--- src/rtl/mem_boot_loader_if.sv ---
// mem_boot_loader_if: host stream, BRAM write ports and CPU control of the boot loader
interface mem_boot_loader_if #(
  parameter int DATA_WIDTH = 32,
  parameter int ADDR_WIDTH = 12,
  parameter int CNT_WIDTH = 11
);
  logic start;
  logic [CNT_WIDTH-1:0] i_count;
  logic [CNT_WIDTH-1:0] d_count;
  logic s_valid;
  logic s_ready;
  logic [DATA_WIDTH-1:0] s_data;
  logic [ADDR_WIDTH-1:0] i_w_addr;
  logic [DATA_WIDTH-1:0] i_w_dat;
  logic i_w_enb;
  logic [DATA_WIDTH/8-1:0] i_w_byte_enb;
  logic [ADDR_WIDTH-1:0] d_w_addr;
  logic [DATA_WIDTH-1:0] d_w_dat;
  logic d_w_enb;
  logic [DATA_WIDTH/8-1:0] d_w_byte_enb;
  logic d_init_done;
  logic cpu_stall;
  logic busy;
  logic error;
  modport master (
    output start, i_count, d_count, s_valid, s_data,
    input s_ready, i_w_addr, i_w_dat, i_w_enb, i_w_byte_enb,
    input d_w_addr, d_w_dat, d_w_enb, d_w_byte_enb, d_init_done, cpu_stall, busy, error
  );
  modport slave (
    input start, i_count, d_count, s_valid, s_data,
    output s_ready, i_w_addr, i_w_dat, i_w_enb, i_w_byte_enb,
    output d_w_addr, d_w_dat, d_w_enb, d_w_byte_enb, d_init_done, cpu_stall, busy, error
  );
endinterface

--- src/rtl/mem_boot_loader.sv ---
// mem_boot_loader: streams data then instruction images into BRAM while stalling the CPU.
// Optional trailing checksum word: MEM_BOOT_LOADER_CHECKSUM_EN.
module mem_boot_loader #(
  parameter int DATA_WIDTH = 32,
  parameter int ADDR_WIDTH = 12,
  parameter int I_DEPTH = 1024,
  parameter int D_DEPTH = 1024,
  parameter int CNT_WIDTH = 11
) (
  input logic clk,
  input logic rst,
  mem_boot_loader_if.slave bus
);
  typedef enum logic [2:0] {IDLE, LOAD_D, LOAD_I, CHECK, FINISH, RUN, ERROR} state_t;
`ifdef MEM_BOOT_LOADER_CHECKSUM_EN
  localparam state_t LAST = CHECK;
  logic [DATA_WIDTH-1:0] sum;
`else
  localparam state_t LAST = FINISH;
`endif
  state_t state, state_nx;
  logic [CNT_WIDTH-1:0] i_cnt, d_cnt, idx, idx_nx;
  logic [ADDR_WIDTH-1:0] waddr;
  logic can_start, bad, fire, last;
  assign bus.s_ready = state inside {LOAD_D, LOAD_I, CHECK};
  assign bus.cpu_stall = state != RUN;
  assign bus.busy = state inside {LOAD_D, LOAD_I, CHECK, FINISH};
  assign bus.error = state == ERROR;
  always_comb begin
    can_start = bus.start & (state inside {IDLE, RUN, ERROR});
    bad = (bus.i_count > CNT_WIDTH'(I_DEPTH)) | (bus.d_count > CNT_WIDTH'(D_DEPTH));
    fire = bus.s_valid & bus.s_ready;
    idx_nx = idx + CNT_WIDTH'(1);
    last = idx_nx == (state == LOAD_D ? d_cnt : i_cnt);
    waddr = ADDR_WIDTH'({idx, 2'b00});
    state_nx = state;
    if (can_start)
      state_nx = bad ? ERROR : bus.d_count != '0 ? LOAD_D : bus.i_count != '0 ? LOAD_I : LAST;
    else if (state == FINISH)
      state_nx = RUN;
    else if (fire & last & state == LOAD_D)
      state_nx = i_cnt != '0 ? LOAD_I : LAST;
    else if (fire & last & state == LOAD_I)
      state_nx = LAST;
`ifdef MEM_BOOT_LOADER_CHECKSUM_EN
    else if (fire & state == CHECK)
      state_nx = bus.s_data == sum ? FINISH : ERROR;
`endif
  end
  always_ff @(posedge clk or posedge rst)
    if (rst) state <= IDLE;
    else state <= state_nx;
  always_ff @(posedge clk or posedge rst) begin
    if (rst) begin
      i_cnt <= '0;
      d_cnt <= '0;
      idx <= '0;
      bus.d_init_done <= 1'b0;
      bus.i_w_enb <= 1'b0;
      bus.i_w_byte_enb <= '0;
      bus.i_w_addr <= '0;
      bus.i_w_dat <= '0;
      bus.d_w_enb <= 1'b0;
      bus.d_w_byte_enb <= '0;
      bus.d_w_addr <= '0;
      bus.d_w_dat <= '0;
`ifdef MEM_BOOT_LOADER_CHECKSUM_EN
      sum <= '0;
`endif
    end else begin
      bus.i_w_enb <= 1'b0;
      bus.i_w_byte_enb <= '0;
      bus.d_w_enb <= 1'b0;
      bus.d_w_byte_enb <= '0;
      if (can_start) begin
        i_cnt <= bus.i_count;
        d_cnt <= bus.d_count;
        idx <= '0;
        bus.d_init_done <= ~bad & (bus.d_count == '0);
`ifdef MEM_BOOT_LOADER_CHECKSUM_EN
        sum <= '0;
`endif
      end else if (fire & state != CHECK) begin
        idx <= last ? '0 : idx_nx;
`ifdef MEM_BOOT_LOADER_CHECKSUM_EN
        sum <= sum + bus.s_data;
`endif
        if (state == LOAD_D) begin
          bus.d_w_enb <= 1'b1;
          bus.d_w_byte_enb <= '1;
          bus.d_w_addr <= waddr;
          bus.d_w_dat <= bus.s_data;
          bus.d_init_done <= last;
        end else begin
          bus.i_w_enb <= 1'b1;
          bus.i_w_byte_enb <= '1;
          bus.i_w_addr <= waddr;
          bus.i_w_dat <= bus.s_data;
        end
      end else if (state_nx == ERROR) begin
        bus.d_init_done <= 1'b0;
      end
    end
  end
endmodule

--- src/flat_wrapper.sv ---
// flat-port wrapper written by rule: the top's interface ports become plain ports
module mem_boot_loader_flat 
#(
  parameter int DATA_WIDTH = 32,
  parameter int ADDR_WIDTH = 12,
  parameter int I_DEPTH = 1024,
  parameter int D_DEPTH = 1024,
  parameter int CNT_WIDTH = 11
)
  (clk, rst, bus_start, bus_i_count, bus_d_count, bus_s_valid, bus_s_data, bus_s_ready, bus_i_w_addr, bus_i_w_dat, bus_i_w_enb, bus_i_w_byte_enb, bus_d_w_addr, bus_d_w_dat, bus_d_w_enb, bus_d_w_byte_enb, bus_d_init_done, bus_cpu_stall, bus_busy, bus_error);
  mem_boot_loader_if #(.DATA_WIDTH(DATA_WIDTH), .ADDR_WIDTH(ADDR_WIDTH), .CNT_WIDTH(CNT_WIDTH)) bus_i ();
  input logic clk;
  input logic rst;
  input wire logic [$bits(bus_i.start)-1:0] bus_start;
  input wire logic [$bits(bus_i.i_count)-1:0] bus_i_count;
  input wire logic [$bits(bus_i.d_count)-1:0] bus_d_count;
  input wire logic [$bits(bus_i.s_valid)-1:0] bus_s_valid;
  input wire logic [$bits(bus_i.s_data)-1:0] bus_s_data;
  output wire logic [$bits(bus_i.s_ready)-1:0] bus_s_ready;
  output wire logic [$bits(bus_i.i_w_addr)-1:0] bus_i_w_addr;
  output wire logic [$bits(bus_i.i_w_dat)-1:0] bus_i_w_dat;
  output wire logic [$bits(bus_i.i_w_enb)-1:0] bus_i_w_enb;
  output wire logic [$bits(bus_i.i_w_byte_enb)-1:0] bus_i_w_byte_enb;
  output wire logic [$bits(bus_i.d_w_addr)-1:0] bus_d_w_addr;
  output wire logic [$bits(bus_i.d_w_dat)-1:0] bus_d_w_dat;
  output wire logic [$bits(bus_i.d_w_enb)-1:0] bus_d_w_enb;
  output wire logic [$bits(bus_i.d_w_byte_enb)-1:0] bus_d_w_byte_enb;
  output wire logic [$bits(bus_i.d_init_done)-1:0] bus_d_init_done;
  output wire logic [$bits(bus_i.cpu_stall)-1:0] bus_cpu_stall;
  output wire logic [$bits(bus_i.busy)-1:0] bus_busy;
  output wire logic [$bits(bus_i.error)-1:0] bus_error;
  assign bus_i.start = bus_start;
  assign bus_i.i_count = bus_i_count;
  assign bus_i.d_count = bus_d_count;
  assign bus_i.s_valid = bus_s_valid;
  assign bus_i.s_data = bus_s_data;
  assign bus_s_ready = bus_i.s_ready;
  assign bus_i_w_addr = bus_i.i_w_addr;
  assign bus_i_w_dat = bus_i.i_w_dat;
  assign bus_i_w_enb = bus_i.i_w_enb;
  assign bus_i_w_byte_enb = bus_i.i_w_byte_enb;
  assign bus_d_w_addr = bus_i.d_w_addr;
  assign bus_d_w_dat = bus_i.d_w_dat;
  assign bus_d_w_enb = bus_i.d_w_enb;
  assign bus_d_w_byte_enb = bus_i.d_w_byte_enb;
  assign bus_d_init_done = bus_i.d_init_done;
  assign bus_cpu_stall = bus_i.cpu_stall;
  assign bus_busy = bus_i.busy;
  assign bus_error = bus_i.error;
  mem_boot_loader #(.DATA_WIDTH(DATA_WIDTH), .ADDR_WIDTH(ADDR_WIDTH), .I_DEPTH(I_DEPTH), .D_DEPTH(D_DEPTH), .CNT_WIDTH(CNT_WIDTH)) u_core (.clk(clk), .rst(rst), .bus(bus_i));
endmodule
--- config.mk ---
export PLATFORM = sky130hd
export DESIGN_NAME = mem_boot_loader_flat
export DESIGN_NICKNAME = d
export VERILOG_FILES = /design/src/rtl/mem_boot_loader_if.sv /design/src/rtl/mem_boot_loader.sv /design/src/flat_wrapper.sv
export SDC_FILE = /design/constraint.sdc
export NUM_CORES = 1
export LEC_CHECK = 0
export BUFFER_PORTS_ARGS = -buffer_cell sky130_fd_sc_hd__buf_4
export CAP_MARGIN = 20
export CORE_MARGIN = 2
export CORE_UTILIZATION = 52
export DETAILED_ROUTE_END_ITERATION = 8
export PLACE_DENSITY = 0.8
export SYNTH_ARGS = -nofsm -noshare
export SYNTH_HDL_FRONTEND = slang
export SYNTH_SLANG_ARGS = --single-unit
--- constraint.sdc ---
create_clock -name clk -period 5.3 [get_ports clk]
set_clock_uncertainty 0.15 [all_clocks]
set_input_delay 1.06 -clock clk [delete_from_list [all_inputs] [get_ports clk]]
set_output_delay 1.06 -clock clk [all_outputs]
set_load 0.01 [all_outputs]
Yosys cells after proc, flatten, opt, wreduce, memory -nomap -nowiden:

Cells that the tools add are included.

* register bits after elaboration: 131
* input bits: 58
* output and inout bits: 103
* word-level logic and storage cells: 79

* $add $sub $neg: 1
* magnitude comparators: 2
* equal/unequal tests: 11
* muxes and demuxes: 28
* bitwise operators: 11
* reduce and logical (&&, ||, !) cells: 13

Operators with widths (number)
* $mux 11: 4
* $reduce_bool 11->1: 3
* $mux 3: 8
* $mux 4: 6
* $gt 11x11->1 const B: 2
* $eq 3x3->1 const B: 4
* $add 11x1->11 const B: 1
* $eq 11x11->1: 1
* $logic_not 11->1: 1
* $mux 1: 10
* $reduce_bool 3->1: 3
* $and 1x1->1: 7
* $eq 3x2->1 const B: 2
* $reduce_and 3->1: 2
* $reduce_bool 4->1: 1
* $eq 3x1->1 const B: 1
* $logic_not 3->1: 1
* $ne 3x1->1 const B: 1
* $ne 3x2->1 const B: 1
* $ne 3x3->1 const B: 1
* $not 1->1: 3
* $reduce_and 2->1: 1
* $reduce_bool 2->1: 1
* $or 1x1->1: 1

Logic depth before layout (Yosys ltp):

* depth after elaboration: 13
* mapped depth: 11
* gate-level depth less buffers: 9

Worst setup path before layout:

OpenSTA, ideal clock, no wires.

* path type: register -> register
* start: reg u_core.idx[0]
* end: reg u_core.state[0]
* setup time: 0.126 ns
* arrival time: 2.604 ns
* data required time: 5.024 ns
* slack: 2.420 ns
* cell stages (with the launch flop): 10
* buffers on the path: 0
* clock period less this slack: 2.880 ns
* cells stage by stage: dfrtp_1 ha_1 and2_1 and4_1 xnor3_1 or2_1 or2_1 a2111oi_1 nand2_1 a221o_1

* word-level cells in the longest chain between the ends: 8
* elaborated cells between the ends (all ways): 9
* those cells by class: add/sub: 1; eq/ne: 1; mux: 4; bitwise: 3

RTL lines
* start: declaration: RTL line mem_boot_loader.sv:22 `logic [CNT_WIDTH-1:0] i_cnt, d_cnt, idx, idx_nx;`
* start signal: assignment: RTL line mem_boot_loader.sv:84 `idx <= last ? '0 : idx_nx;`
* $add 11x1->11 *: RTL line mem_boot_loader.sv:33 `idx_nx = idx + CNT_WIDTH'(1);`
* $eq 11x11->1 *: RTL line mem_boot_loader.sv:34 `last = idx_nx == (state == LOAD_D ? d_cnt : i_cnt);`
* $and 1x1->1 *: RTL line mem_boot_loader.sv:41, mem_boot_loader.sv:43
* $and 1x1->1: RTL line mem_boot_loader.sv:43 `else if (fire & last & state == LOAD_I)`
* $mux 3: RTL line mem_boot_loader.sv:43
* $mux 3 *: RTL line mem_boot_loader.sv:41 `else if (fire & last & state == LOAD_D)`
* $mux 3 *: RTL line mem_boot_loader.sv:39 `else if (state == FINISH)`
* $mux 3 *: RTL line mem_boot_loader.sv:37 `if (can_start)`
* named net u_core.state_nx[0]: RTL line mem_boot_loader.sv:21 `state_t state, state_nx;`
* end signal: assignment: RTL line mem_boot_loader.sv:52 `else state <= state_nx;`
* end: declaration: RTL line mem_boot_loader.sv:21

The timed path passes the listed nets; every way through them passes the cells marked *.
A chain may end at the register's enable or synchronous reset.

Worst setup path after layout:

* start: reg u_core.state[2]
* end: reg u_core.idx[10]

* word-level cells in the longest chain between the ends: 6
* elaborated cells between the ends (all ways): 18
* those cells by class: eq/ne: 7; mux: 4; bitwise: 3; reduce/logical: 4

RTL lines
* $eq 3x1->1: RTL line mem_boot_loader.sv:25, mem_boot_loader.sv:34
* $mux 11: RTL line mem_boot_loader.sv:34
* $eq 11x11->1: RTL line mem_boot_loader.sv:34
* $mux 11: RTL line mem_boot_loader.sv:84
* $mux 11: RTL line mem_boot_loader.sv:83 `end else if (fire & state != CHECK) begin`
* $mux 11: RTL line mem_boot_loader.sv:75 `if (can_start) begin`

Parallel ways exist; a longest one is shown, timed or not. The select of a mux whose other input is x is not followed.

==> impl_results.md <==
- Status: finished, final reports clean
- Slew margin rel.: 33.9%
- IO Pins: 161
- Primary FF master, synth: dfrtp_1
- Cell variety after synth: 49
- Crit path arrival time: 3.95 ns
- H-Tree Depth: 4
- Initial core utilization: around 53%
- Post-CTS Setup Inserts: 0
- Reg2reg setup slack: 1.60 ns
- Max clock buf depth: 2
- Total gr overflow: 0
- Starting DRC count in detailed routing: between 150 and 200
- Ys Warns: 0
- R2r startpoint: u_core.state[2]$_DFF_PP0_
- First-pass GRT wire length: 20.2 mm
- Post-synth EDFFs: 0
- CTS resizes: 0
- Synthesized cell area: 5650 sq um
- Worst path cell trace: nor3b_2, o21ai_1, nand3_1, or4b_4, a2111oi_4, a21oi_2, and3_1, a221o_1
- TNS Setup: 0 ns
- Seq/Total Area, Yosys: 54.4%
- Fin. Hold Viols: 0
- Vias per inst: 5.40
- Final Cell Area: 7460 sq um
- Crit Path Category: register to register
- Reg2reg path depth: 8
- Placed Area: 6840 sq um
- Async SR Flop Fraction: 100%
- Final wirelength: 12.5 mm
- Die extent in x: 108 um
- Cells after synthesis: 442
- Slowest CP cell: nor3b_2
- Worst-Margin Slew: 0.988 ns
- Sink Count: 123
- Worst setup SP type: register
- Clock period minus worst slack: about 3.7 ns
- Number of buffers created by CTS: 17
- Static leakage power: 3.58 nW
- Via Count: about 4000
- Die area: roughly 12000 sq um
- # fillers: 791
- Chip height: 108 um
- Share of layout cells above drive strength 1: 51.7%
- Hold Crit Class: register to register
- CTS root buf: clkbuf_8
- All-Layer GR Usage: 22.6%
- Max Slew Vio Count: 0
- Crit share post-route: 69.9%
- Flops & latches, synth: 123
- CP max FO: 15
- Syn_area_per_cell: 12.8 sq um
- Synthesis-to-layout area growth: 31.9%
- Placer Congestion: slightly below 0.9
- Row Count: 38
- Worst path required time: 5.54 ns
- Cell family with most CP delay: simple AND/OR/NAND/NOR gates
- DP HPWL: around 8.6 mm
- Drt first pass iters: 4
- CP Buf/Inv Count: 0
- Routed len/inst: 16.9 um
- Antenna Violating Nets Remaining: 0
- IO Port Bufs: 156
- Power Dens Cells: between 500 and 600 nW/um^2
- ANT cells: 0
- CTS tree: yes
- Final setup viols: 0
- Clock slew at reported path FFs: 0.06 ns
- Vias in the first global route: 4122
- Hold Path Depth: 1
- CTS Hold Bufs: 0
- Max_cap viols: 0
- Worst skew pair latency: 0.51 ns
- Fmax: 270 MHz
- RSZ-0062 raised after global routing: no
- Power, Total: 4.15 mW
- CP Capture Type: register
- Reg2Reg Capture Point: u_core.idx[10]$_DFFE_PP0P_
- CP peak stage delay: about 0.85 ns
- Hold Path Sink: u_core.d_cnt[1]$_DFFE_PP0P_
- Hold_sp: u_core.d_cnt[1]$_DFFE_PP0P_
- DR DRC count: 0
- Final net count: 648
- Peak VDD IR: 367 uV
- Largest net degree at the start of global routing: 54
- Core box area: between 10000 and 15000 sq um
- Antenna violations before repair: 0
- Worst hold margin: about 0.35 ns
flip-flops by register name, indices dropped and copies added, names as in the netlist:
register and cells:
u_core.idx 11, u_core.bus.d_w_dat 32, u_core.bus.d_w_byte_enb 1, u_core.bus.i_w_addr 10
u_core.bus.d_w_addr 10, u_core.bus.i_w_byte_enb 1, u_core.i_cnt 11, u_core.d_cnt 11
u_core.state 3, u_core.bus.d_init_done 1, u_core.bus.i_w_dat 32
through the flow:
stage	setup slack, ns	cells	utilization (%)
final	1.60	741	69.4
after global routing	1.30	741	69.4
after global placement	1.81	707	63.7
after CTS	1.62	738	68.9
after floorplan	0.819	445	-
after detailed placement	1.65	707	63.7
cell families (layout without fill, tap and decap cells):
family | count (synthesis) | count (layout) | share of synthesized area, %
AO/OA/AOI/OAI | 47 | 47 | 5.75
adder cells (fa/ha/maj) | 1 | 1 | 0.221
AND/OR/NAND/NOR | 93 | 93 | 9.18
buffers and inverters | 42 | 198 | 3.89
other | 1 | 4 | 0.0663
multiplexers | 120 | 120 | 23.6
XOR/XNOR | 15 | 15 | 2.81
flip-flops | 123 | 123 | 54.4
metal layers:
| layer | part of all wire [%] | GRT usage [%] | vias up |
|---|---|---|---|
| met1 | 40 | 26.5 | 1990 |
| met3 | 6.8 | 7.53 | 21 |
| li1 | - | - | 1859 |
| met4 | 1.7 | 9.07 | 0 |
| met2 | 51 | 38.5 | 134 |
| met5 | 0 | 0 | - |
worst max-delay path by stage:
stage	to	cells after the start	from	slack (ns)
final	u_core.idx[10]$_DFFE_PP0P_	8	u_core.state[2]$_DFF_PP0_	1.60
after global routing	u_core.idx[10]$_DFFE_PP0P_	8	u_core.state[0]$_DFF_PP0_	1.30
after CTS	u_core.idx[10]$_DFFE_PP0P_	8	u_core.state[0]$_DFF_PP0_	1.62
after detailed placement	u_core.idx[10]$_DFFE_PP0P_	8	u_core.state[0]$_DFF_PP0_	1.65
after global placement	u_core.idx[10]$_DFFE_PP0P_	8	u_core.state[2]$_DFF_PP0_	1.81
after floorplan	u_core.bus.d_init_done$_DFFE_PP0P_	1	rst	0.82
cell type report:
| class | count | area, sq um | area share [%] |
|---|---|---|---|
| flip-flops and latches | 123 | 3080 | 41.3 |
| multi-input cells | 280 | 2370 | 31.8 |
| repair buffers | 162 | 1250 | 16.7 |
| clock buffers | 24 | 470 | 6.31 |
| well taps | 140 | 175 | 2.35 |
| clock inverters | 7 | 90.1 | 1.21 |
| inverters | 5 | 21.3 | 0.285 |
report_power, final:
part	total (mW)	internal (mW)	leakage (nW)	switching (mW)
Clock	1.09	0.701	0.271	0.390
Sequential	1.54	1.30	1.58	0.239
Combinational	1.52	0.859	1.73	0.656
cells in the mapped netlist (2+ instances only):
master	instances	area share, %
a211oi_1	2	0.27
a21oi_1	12	1.1
a21oi_2	2	0.31
a221o_1	2	0.35
a22o_1	4	0.62
a22oi_1	2	0.27
a31oi_1	2	0.22
a32oi_1	2	0.31
and2_1	5	0.55
and3_1	5	0.55
and4_1	2	0.31
buf_1	4	0.27
buf_2	2	0.18
buf_4	16	2.1
clkbuf_1	15	1.0
dfrtp_1	123	54
inv_1	5	0.33
mux2_2	108	22
mux2i_1	12	2.1
nand2_1	17	1.1
nand2b_1	4	0.44
nand3_1	9	0.80
nand4_1	4	0.44
nor2_1	16	1.1
nor2b_1	10	1.1
nor3_1	4	0.35
nor4_1	4	0.44
o21ai_0	6	0.53
o21ai_1	8	0.71
or2_1	2	0.22
or2_2	2	0.22
or4_1	2	0.27
xnor2_1	9	1.4
xnor3_1	2	0.80
xor2_1	4	0.62
cell usage in the layout, fill, tap and decap left out, drive strengths merged, types with 5 or more instances in the layout:
master,count
dfrtp,123
o21ai,15
xnor2,9
and3,6
a21oi,14
buf,162
and2,5
inv,5
mux2i,12
mux2,108
nor2b,10
nand3,9
clkbuf,24
nor2,16
nand2,17
Note: power is estimated with default switching activity, not from simulation.
